### src/rtl/mem_arbiter_pkg.sv
// Shared constants and helpers for the two-master memory arbiter.
package mem_arbiter_pkg;

  localparam int unsigned EXCEPTION_LEN = 4;
  localparam logic [EXCEPTION_LEN-1:0] EXCEPTION_NONE = '0;

  localparam logic [1:0] MEM_WIDTH_BYTE = 2'd0;
  localparam logic [1:0] MEM_WIDTH_HALF = 2'd1;
  localparam logic [1:0] MEM_WIDTH_WORD = 2'd2;

  localparam logic [1:0] ARB_IDLE   = 2'd0;
  localparam logic [1:0] ARB_GNT_IF = 2'd1;
  localparam logic [1:0] ARB_GNT_LS = 2'd2;

  // Attributes captured at grant time and driven onto the bus.
  typedef struct packed {
    logic [31:0] addr;
    logic [31:0] data;
    logic [1:0]  width;
    logic        is_read;
  } bus_attr_t;

  // Round-robin choice out of IDLE; prio=1 favours load/store on a tie.
  function automatic logic [1:0] arb_pick(input logic if_req, input logic ls_req,
                                          input logic prio);
    logic [1:0] sel;
    sel = ARB_IDLE;
    if (if_req && ls_req) sel = prio ? ARB_GNT_LS : ARB_GNT_IF;
    else if (if_req)      sel = ARB_GNT_IF;
    else if (ls_req)      sel = ARB_GNT_LS;
    return sel;
  endfunction

endpackage

### src/rtl/mem_arbiter_if.sv
// Requester-side and bus-side signals of the memory arbiter.
// slave: the arbiter's view; master: the surrounding core/memory's view.
interface mem_arbiter_if;
  import mem_arbiter_pkg::*;

  logic [31:0]              ifAddr_In;
  logic                     ifAccess_In;
  logic                     ifAccessOK_Out;
  logic [31:0]              ifData_Out;
  logic [EXCEPTION_LEN-1:0] ifException_Out;

  logic [31:0]              lsAddr_In;
  logic [31:0]              lsData_In;
  logic [1:0]               lsDataWidth_In;
  logic                     lsIsRead_In;
  logic                     lsAccess_In;
  logic                     lsAccessOK_Out;
  logic [31:0]              lsData_Out;
  logic [EXCEPTION_LEN-1:0] lsException_Out;

  logic [31:0]              busAddr_Out;
  logic [31:0]              busData_Out;
  logic [1:0]               busDataWidth_Out;
  logic                     busIsRead_Out;
  logic                     busAccess_Out;
  logic                     busAccessOK_In;
  logic [31:0]              busData_In;
  logic [EXCEPTION_LEN-1:0] busException_In;

  modport slave (
    input  ifAddr_In, ifAccess_In,
    output ifAccessOK_Out, ifData_Out, ifException_Out,
    input  lsAddr_In, lsData_In, lsDataWidth_In, lsIsRead_In, lsAccess_In,
    output lsAccessOK_Out, lsData_Out, lsException_Out,
    output busAddr_Out, busData_Out, busDataWidth_Out, busIsRead_Out, busAccess_Out,
    input  busAccessOK_In, busData_In, busException_In
  );

  modport master (
    output ifAddr_In, ifAccess_In,
    input  ifAccessOK_Out, ifData_Out, ifException_Out,
    output lsAddr_In, lsData_In, lsDataWidth_In, lsIsRead_In, lsAccess_In,
    input  lsAccessOK_Out, lsData_Out, lsException_Out,
    input  busAddr_Out, busData_Out, busDataWidth_Out, busIsRead_Out, busAccess_Out,
    output busAccessOK_In, busData_In, busException_In
  );

endinterface

### src/rtl/mem_arbiter.sv
// Round-robin arbiter between instruction fetch and load/store onto one
// memory bus. Attributes are latched at grant; a launched transaction always
// runs to completion, and a withdrawn master's response is swallowed.
module mem_arbiter #(
  parameter logic INIT_PRIO = 1'b0
) (
  input logic          clk,
  input logic          rst,
  mem_arbiter_if.slave arb
);
  import mem_arbiter_pkg::*;

  logic [1:0] state, state_nxt;
  logic       prio, prio_nxt;
  logic       abandoned, abandoned_nxt;
  bus_attr_t  attr_q, attr_nxt;
  bus_attr_t  if_attr, ls_attr;
  logic       grant;
  logic       if_ok, ls_ok;

  assign if_attr = '{addr: arb.ifAddr_In, data: '0, width: MEM_WIDTH_WORD, is_read: 1'b1};
  assign ls_attr = '{addr: arb.ifAddr_In & '0 | arb.lsAddr_In, data: arb.lsData_In,
                     width: arb.lsDataWidth_In, is_read: arb.lsIsRead_In};

  // Next state, priority, withdrawal tracking and attribute capture.
  always_comb begin
    state_nxt     = state;
    prio_nxt      = prio;
    abandoned_nxt = abandoned;
    attr_nxt      = attr_q;
    unique case (state)
      ARB_IDLE: state_nxt = arb_pick(arb.ifAccess_In, arb.lsAccess_In, prio);
      ARB_GNT_IF: begin
        if (arb.busAccessOK_In) begin
          prio_nxt      = 1'b1;
          abandoned_nxt = 1'b0;
          if (arb.lsAccess_In)                  state_nxt = ARB_GNT_LS;
          else if (arb.ifAccess_In && abandoned) state_nxt = ARB_GNT_IF;
          else                                   state_nxt = ARB_IDLE;
        end else if (!arb.ifAccess_In) begin
          abandoned_nxt = 1'b1;
        end
      end
      ARB_GNT_LS: begin
        if (arb.busAccessOK_In) begin
          prio_nxt      = 1'b0;
          abandoned_nxt = 1'b0;
          if (arb.ifAccess_In)                   state_nxt = ARB_GNT_IF;
          else if (arb.lsAccess_In && abandoned) state_nxt = ARB_GNT_LS;
          else                                   state_nxt = ARB_IDLE;
        end else if (!arb.lsAccess_In) begin
          abandoned_nxt = 1'b1;
        end
      end
      default: state_nxt = ARB_IDLE;
    endcase
    // A fresh grant happens leaving IDLE or on a completion edge; holding a
    // grant without OK keeps the previously latched attributes.
    grant = (state_nxt != ARB_IDLE) && ((state == ARB_IDLE) || arb.busAccessOK_In);
    if (grant) attr_nxt = (state_nxt == ARB_GNT_IF) ? if_attr : ls_attr;
  end

  // Arbiter state registers with asynchronous reset.
  always_ff @(posedge clk or posedge rst) begin
    if (rst) begin
      state     <= ARB_IDLE;
      prio      <= INIT_PRIO;
      abandoned <= 1'b0;
      attr_q    <= '0;
    end else begin
      state     <= state_nxt;
      prio      <= prio_nxt;
      abandoned <= abandoned_nxt;
      attr_q    <= attr_nxt;
    end
  end

  assign if_ok = (state == ARB_GNT_IF) && arb.busAccessOK_In && !abandoned;
  assign ls_ok = (state == ARB_GNT_LS) && arb.busAccessOK_In && !abandoned;

  assign arb.busAccess_Out    = (state != ARB_IDLE) && !arb.busAccessOK_In;
  assign arb.busAddr_Out      = attr_q.addr;
  assign arb.busData_Out      = attr_q.data;
  assign arb.busDataWidth_Out = attr_q.width;
  assign arb.busIsRead_Out    = attr_q.is_read;

  assign arb.ifAccessOK_Out  = if_ok;
  assign arb.ifData_Out      = if_ok ? arb.busData_In : '0;
  assign arb.ifException_Out = if_ok ? arb.busException_In : EXCEPTION_NONE;

  assign arb.lsAccessOK_Out  = ls_ok;
  assign arb.lsData_Out      = ls_ok ? arb.busData_In : '0;
  assign arb.lsException_Out = ls_ok ? arb.busException_In : EXCEPTION_NONE;

endmodule

### src/flat_wrapper.sv
// flat-port wrapper written by rule: the top's interface ports become plain ports
module mem_arbiter_flat import mem_arbiter_pkg::*;
#(
  parameter logic INIT_PRIO = 1'b0
)
  (clk, rst, arb_ifAddr_In, arb_ifAccess_In, arb_ifAccessOK_Out, arb_ifData_Out, arb_ifException_Out, arb_lsAddr_In, arb_lsData_In, arb_lsDataWidth_In, arb_lsIsRead_In, arb_lsAccess_In, arb_lsAccessOK_Out, arb_lsData_Out, arb_lsException_Out, arb_busAddr_Out, arb_busData_Out, arb_busDataWidth_Out, arb_busIsRead_Out, arb_busAccess_Out, arb_busAccessOK_In, arb_busData_In, arb_busException_In);
  mem_arbiter_if arb_i ();
  input logic clk;
  input logic rst;
  input wire logic [$bits(arb_i.ifAddr_In)-1:0] arb_ifAddr_In;
  input wire logic [$bits(arb_i.ifAccess_In)-1:0] arb_ifAccess_In;
  output wire logic [$bits(arb_i.ifAccessOK_Out)-1:0] arb_ifAccessOK_Out;
  output wire logic [$bits(arb_i.ifData_Out)-1:0] arb_ifData_Out;
  output wire logic [$bits(arb_i.ifException_Out)-1:0] arb_ifException_Out;
  input wire logic [$bits(arb_i.lsAddr_In)-1:0] arb_lsAddr_In;
  input wire logic [$bits(arb_i.lsData_In)-1:0] arb_lsData_In;
  input wire logic [$bits(arb_i.lsDataWidth_In)-1:0] arb_lsDataWidth_In;
  input wire logic [$bits(arb_i.lsIsRead_In)-1:0] arb_lsIsRead_In;
  input wire logic [$bits(arb_i.lsAccess_In)-1:0] arb_lsAccess_In;
  output wire logic [$bits(arb_i.lsAccessOK_Out)-1:0] arb_lsAccessOK_Out;
  output wire logic [$bits(arb_i.lsData_Out)-1:0] arb_lsData_Out;
  output wire logic [$bits(arb_i.lsException_Out)-1:0] arb_lsException_Out;
  output wire logic [$bits(arb_i.busAddr_Out)-1:0] arb_busAddr_Out;
  output wire logic [$bits(arb_i.busData_Out)-1:0] arb_busData_Out;
  output wire logic [$bits(arb_i.busDataWidth_Out)-1:0] arb_busDataWidth_Out;
  output wire logic [$bits(arb_i.busIsRead_Out)-1:0] arb_busIsRead_Out;
  output wire logic [$bits(arb_i.busAccess_Out)-1:0] arb_busAccess_Out;
  input wire logic [$bits(arb_i.busAccessOK_In)-1:0] arb_busAccessOK_In;
  input wire logic [$bits(arb_i.busData_In)-1:0] arb_busData_In;
  input wire logic [$bits(arb_i.busException_In)-1:0] arb_busException_In;
  assign arb_i.ifAddr_In = arb_ifAddr_In;
  assign arb_i.ifAccess_In = arb_ifAccess_In;
  assign arb_ifAccessOK_Out = arb_i.ifAccessOK_Out;
  assign arb_ifData_Out = arb_i.ifData_Out;
  assign arb_ifException_Out = arb_i.ifException_Out;
  assign arb_i.lsAddr_In = arb_lsAddr_In;
  assign arb_i.lsData_In = arb_lsData_In;
  assign arb_i.lsDataWidth_In = arb_lsDataWidth_In;
  assign arb_i.lsIsRead_In = arb_lsIsRead_In;
  assign arb_i.lsAccess_In = arb_lsAccess_In;
  assign arb_lsAccessOK_Out = arb_i.lsAccessOK_Out;
  assign arb_lsData_Out = arb_i.lsData_Out;
  assign arb_lsException_Out = arb_i.lsException_Out;
  assign arb_busAddr_Out = arb_i.busAddr_Out;
  assign arb_busData_Out = arb_i.busData_Out;
  assign arb_busDataWidth_Out = arb_i.busDataWidth_Out;
  assign arb_busIsRead_Out = arb_i.busIsRead_Out;
  assign arb_busAccess_Out = arb_i.busAccess_Out;
  assign arb_i.busAccessOK_In = arb_busAccessOK_In;
  assign arb_i.busData_In = arb_busData_In;
  assign arb_i.busException_In = arb_busException_In;
  mem_arbiter #(.INIT_PRIO(INIT_PRIO)) u_core (.clk(clk), .rst(rst), .arb(arb_i));
endmodule
### config.mk
export PLATFORM = sky130hd
export DESIGN_NAME = mem_arbiter_flat
export DESIGN_NICKNAME = d
export VERILOG_FILES = /design/src/rtl/mem_arbiter_pkg.sv /design/src/rtl/mem_arbiter_if.sv /design/src/rtl/mem_arbiter.sv /design/src/flat_wrapper.sv
export SDC_FILE = /design/constraint.sdc
export NUM_CORES = 1
export LEC_CHECK = 0
export ABC_AREA = 1
export CORE_MARGIN = 1.5
export CORE_UTILIZATION = 24
export DETAILED_ROUTE_END_ITERATION = 16
export PLACE_DENSITY_LB_ADDON = 0.2
export SLEW_MARGIN = 5
export SYNTH_ARGS = -nofsm -noshare
export SYNTH_HDL_FRONTEND = slang
export SYNTH_SLANG_ARGS = --single-unit
export TNS_END_PERCENT = 30
### constraint.sdc
create_clock -name clk -period 2.18 [get_ports clk]
set_input_delay 0.545 -clock clk [delete_from_list [all_inputs] [get_ports clk]]
set_output_delay 0.545 -clock clk [all_outputs]
set_load 0.02 [all_outputs]
### After elaboration in Yosys (flattened, before gate mapping)

Cells that the tools add are included.

* register bits: 71
* bits in latches: 0
* bits in writable memories: 0
* bits in read-only memories: 0
* input bits: 140
* memories: 0

* add/subtract/negate cells: 0
* multiply operators: 0
* divide/modulo/power cells: 0
* $lt $le $gt $ge: 0
* equal/unequal tests: 7
* shifts and indexed selects: 0
* muxes and demuxes: 24
* bitwise operators: 0
* reduce and logical (&&, ||, !) cells: 18

Operator list (count)
* 67-bit two-way mux: 1
* 32-bit two-way mux: 2
* 2-bit two-way mux: 9
* 1-bit logical AND: 9
* 4-bit two-way mux: 2
* 1-bit two-way mux: 7
* 3-bit inequality test (second input constant): 2
* 2-bit one-hot mux with 3 select lines: 1
* 3-bit AND reduction: 2
* 2-bit nonzero test: 3
* 2-bit by 1-bit equality test with 1-bit output (second input constant): 2
* 2-bit inequality test (second input constant): 2
* 1-bit one-hot mux with 2 select lines: 2
* 2-bit equality test (second input constant): 1
* 1-bit zero test: 2
* 2-bit zero test: 1
* 1-bit logical OR: 1

### Depth between registers and ports, before layout

* depth in word-level cells: 7
* depth in mapped cells: 15
* mapped depth without buffers: 14

### Worst setup path before layout

Ideal clock, no wire load.

* path type: flip-flop to output port
* start: reg u_core.state[1]
* end: out arb_ifData_Out[10]
* arrival time: 2198 ps
* setup slack: -563 ps
* cell stages (with the launch flop): 8
* path through: dfrtp_1 > inv_1 > ha_1 > inv_2 > nor3_1 > clkinv_1 > clkbuf_1 > nor2_1

* cells in the longest elaborated chain, start to end: 4

Ends and longest elaborated chain
* start, declared: line mem_arbiter.sv:13 `logic [1:0] state, state_nxt;`
* start signal, assigned: line mem_arbiter.sv:71 `state <= state_nxt;`
* 2-bit by 1-bit equality test with 1-bit output: line mem_arbiter.sv:78 `assign if_ok = (state == ARB_GNT_IF) && arb.busAccessOK_In && !abandoned;`
* 1-bit logical AND (2 in a row): line mem_arbiter.sv:78
* named net arb_ifAccessOK_Out: line flat_wrapper.sv:12 `output wire logic [$bits(arb_i.ifAccessOK_Out)-1:0] arb_ifAccessOK_Out;`
* 32-bit two-way mux: line mem_arbiter.sv:88 `assign arb.ifData_Out = if_ok ? arb.busData_In : '0;`
* end, declared: line flat_wrapper.sv:13 `output wire logic [$bits(arb_i.ifData_Out)-1:0] arb_ifData_Out;`

The timed path passes the listed nets, and every way through them passes these cells.

### Worst setup path in the final report

* start: reg u_core.state[0]
* end: out arb_ifData_Out[0]

* cells in the longest elaborated chain, start to end: 4

Ends and longest elaborated chain (line)
* 2-bit by 1-bit equality test with 1-bit output: mem_arbiter.sv:78
* 1-bit logical AND (2 in a row): mem_arbiter.sv:78
* 32-bit two-way mux: mem_arbiter.sv:88

No other way between the ends.

==> results.sh <==
export IMPL_hpwlAfterDp_um=11200
export IMPL_synth_area_per_cell_um2=6.90
export IMPL_layout_drive_gt1_share=0.242
export IMPL_maxSlewViolCount=0
export IMPL_overflow=0
export IMPL_final_antenna_net_count=0
export IMPL_crit_path_frequent_cell="buf_4"
export IMPL_fmax_mhz=437
export IMPL_root_buffer="clkbuf_16"
export IMPL_antenna_found_initial=0
export IMPL_holdBufCountCts=0
export IMPL_clock_path_buffers=2
export IMPL_worst_pin_slew_ns=0.430
export IMPL_drt_pass1_iter_count=4
export IMPL_final_period_utilization=1.05
export IMPL_setup_tns_final_ns=-4.01
export IMPL_finalCriticalPeriod_ns=2.29
export IMPL_nets=1017
export IMPL_cts_buffers=9
export IMPL_via_count=4661
export IMPL_timing_critical_path_required_ns=1.63
export IMPL_die_area_um2=17200
export IMPL_hold_viol=0
export IMPL_post_place_ws_ns=-0.733
export IMPL_whs_path_depth=2
export IMPL_grt_total_usage=0.174
export IMPL_chipWidth_um=131
export IMPL_tritoncts="yes"
export IMPL_wire_per_inst_um=13.9
export IMPL_start_kind="flop"
export IMPL_synth_distinct_cells=22
export IMPL_path_clk_slew_ns=0.06
export IMPL_cts_sinks=71
export IMPL_critPathMaxFanout=11
export IMPL_critPathSlowestCell="dfrtp_1"
export IMPL_utilization=0.499
export IMPL_slew_limit_headroom=0.714
export IMPL_area_growth_pct=102
export IMPL_area_sequential_um2=1780
export IMPL_port_buffers=281
export IMPL_io_pins=282
export IMPL_cap_violations=0
export IMPL_r2r_start="u_core.state[0]$_DFF_PP0_"
export IMPL_synth_fp_nets=717
export IMPL_wl_um=15200
export IMPL_startpoint="u_core.state[0]$_DFF_PP0_"
export IMPL_p_leak_nw=3.93
export IMPL_path_depth=8
export IMPL_routabilityCongestion=0.814
export IMPL_drtIter0Drc=179
export IMPL_finClkSkew_ns=0.0103
export IMPL_initial_core_util=0.247
export IMPL_netlist_area_um2=3950
export IMPL_hold_class="flop to flop"
export IMPL_viasPerCell=4.26
export IMPL_h_tree_depth=3
export IMPL_synth_seq_area_share=0.450
export IMPL_die_y_um=131
export IMPL_grt_max_degree=72
export IMPL_critical_path_class="flop to output pin"
export IMPL_synth_warnings=0
export IMPL_multi_input_area_um2=2080
export IMPL_insertion_delay_ns=0.34
export IMPL_peakVddDrop_mv=0.622
export IMPL_grt_first_pass_wirelength_um=24300
export IMPL_crit_family="buffers and inverters"
export IMPL_arrival_ns=1.74
export IMPL_netlist_instances=573
export IMPL_drc=0
export IMPL_crit_buf_inv=5
export IMPL_row_count=46
export IMPL_worstSetupEndpointType="output pin"
export IMPL_finalSetupViolCount=71
export IMPL_setup_ws_ns=-0.110
export IMPL_r2r_cells=14
export IMPL_design_area_um2=7990
export IMPL_total_power_w=0.0101
export IMPL_path_cells="buf_4 -> ha_4 -> inv_4 -> nor3_4 -> clkinv_4 -> buf_8 -> nor2_1 -> buf_4"
export IMPL_grt_pass1_vias=4608
export IMPL_nFillCells=1606
export IMPL_design_core_area_um2=16000
export IMPL_ys_seq_elements=71
export IMPL_slowest_delay_ns=0.36
export IMPL_dpl_cell_area_um2=7440
export IMPL_status="complete, but fails checks"
export IMPL_failed_checks="setup timing"
export IMPL_cellPowerDensity_nw_per_um2=1260
export IMPL_rsz0062_at_grt="true"
export IMPL_n_antenna_cell=0
export IMPL_hold_start="u_core.arb.busAddr_Out[21]$_DFFE_PP0P_"
## cell usage after synthesis
cell type | n | share of area
nor3_1 | 2 | 0.0025
nand4_1 | 32 | 0.051
nand3_1 | 4 | 0.0051
clkbuf_1 | 12 | 0.011
nand2_1 | 248 | 0.24
a21oi_1 | 2 | 0.0025
ha_1 | 4 | 0.013
nor2_4 | 3 | 0.0085
buf_4 | 14 | 0.027
nor2_2 | 1 | 0.0016
nor2_1 | 73 | 0.069
nand2_4 | 1 | 0.0028
inv_2 | 6 | 0.0057
dfrtp_1 | 71 | 0.45
buf_2 | 9 | 0.011
nand3_2 | 2 | 0.0051
o21ai_0 | 3 | 0.0038
clkinv_1 | 3 | 0.0028
o21ai_2 | 1 | 0.0022
inv_1 | 48 | 0.046
o21ai_1 | 33 | 0.042
buf_6 | 1 | 0.0028
## area by class of cell
class,instances,share of cell area
Multi-Input combinational cell,409,0.260
Clock buffer,11,0.0316
Clock inverter,4,0.00955
Timing Repair Buffer,325,0.414
Tap cell,216,0.0338
Sequential cell,71,0.222
Inverter,57,0.0285
## metal layers
metal  wire length, µm  share of wire  track usage  up-vias
met3              1080          0.071       0.0440       29
met1              6070           0.40        0.201     2085
met4               473          0.031       0.0790        0
li1                  -              -            -     2359
met5                 0              0            0        -
met2              7570           0.50        0.305      188
## report_power, final
| part | switching [W] | internal (W) | leakage (nW) |
|---|---|---|---|
| clock network | 0.000581 | 0.00106 | 0.158 |
| registers | 0.000336 | 0.00198 | 0.884 |
| logic | 0.00339 | 0.00273 | 2.89 |
## cell families (layout without fill, tap and decap cells)
logic type / after synthesis / count (layout) / synth area share
AOI/OAI and AO/OA: 39 / 39 / 0.0503
adders and majority gates: 4 / 4 / 0.0127
buffers and inverters: 93 / 397 / 0.106
DFF: 71 / 71 / 0.450
and+or+nand+nor: 366 / 366 / 0.381
## final timing paths
path	end	slack (ns)
hold reg to reg	u_core.arb.busAddr_Out[21]$_DFFE_PP0P_	0.48
max in group asynchronous	u_core.arb.busData_Out[22]$_DFFE_PP0P_	1.17
hold / removal	u_core.arb.busAddr_Out[21]$_DFFE_PP0P_	0.48
setup / recovery	arb_ifData_Out[0]	-0.11
min in group asynchronous	u_core.arb.busData_Out[30]$_DFFE_PP0P_	0.62
setup reg to reg	u_core.arb.busAddr_Out[9]$_DFFE_PP0P_	0.19
## worst register-to-register path, delay by kind of cell, from the launching register on
kind	cells	cell delay (ns)
and+or+nand+nor	7	0.62
adders and majority gates	1	0.16
AOI/OAI and AO/OA	1	0.17
buffers and inverters	5	0.55
DFF	1	0.38
## through the flow
stage               hold WS, ns  instances
CTS                       0.480       1088
detailed placement        0.464       1069
finish                    0.478       1093
global placement          0.461       1069
floorplan                 0.475        573
global route              0.496       1093
## layout by cell type (no fill, tap or decap), drive strengths merged, types with 4 or more instances in the layout
master / synthesis / layout
buf: 24 / 116
clkbuf: 12 / 14
clkdlybuf4s50: 0 / 205
dfrtp: 71 / 71
ha: 4 / 4
inv: 54 / 55
nand2: 249 / 249
nand3: 6 / 6
nand4: 32 / 32
nor2: 77 / 77
o21ai: 37 / 37
## flip-flops by register name, summed over array words and instances, names as in the netlist
register	cells
u_core.state	2
u_core.arb.busAddr_Out	32
u_core.arb.busData_Out	32
u_core.arb.busIsRead_Out	1
u_core.arb.busDataWidth_Out	2
u_core.abandoned	1
u_core.prio	1
## what timing repair did
action                                  CTS  global route
cloned                                    2             3
buffers inserted                          2             2
pin swaps                                 2             2
endpoints found under the setup margin   75            80
gates resized for setup                 394            49
Note: power is estimated with default switching activity, not from simulation.
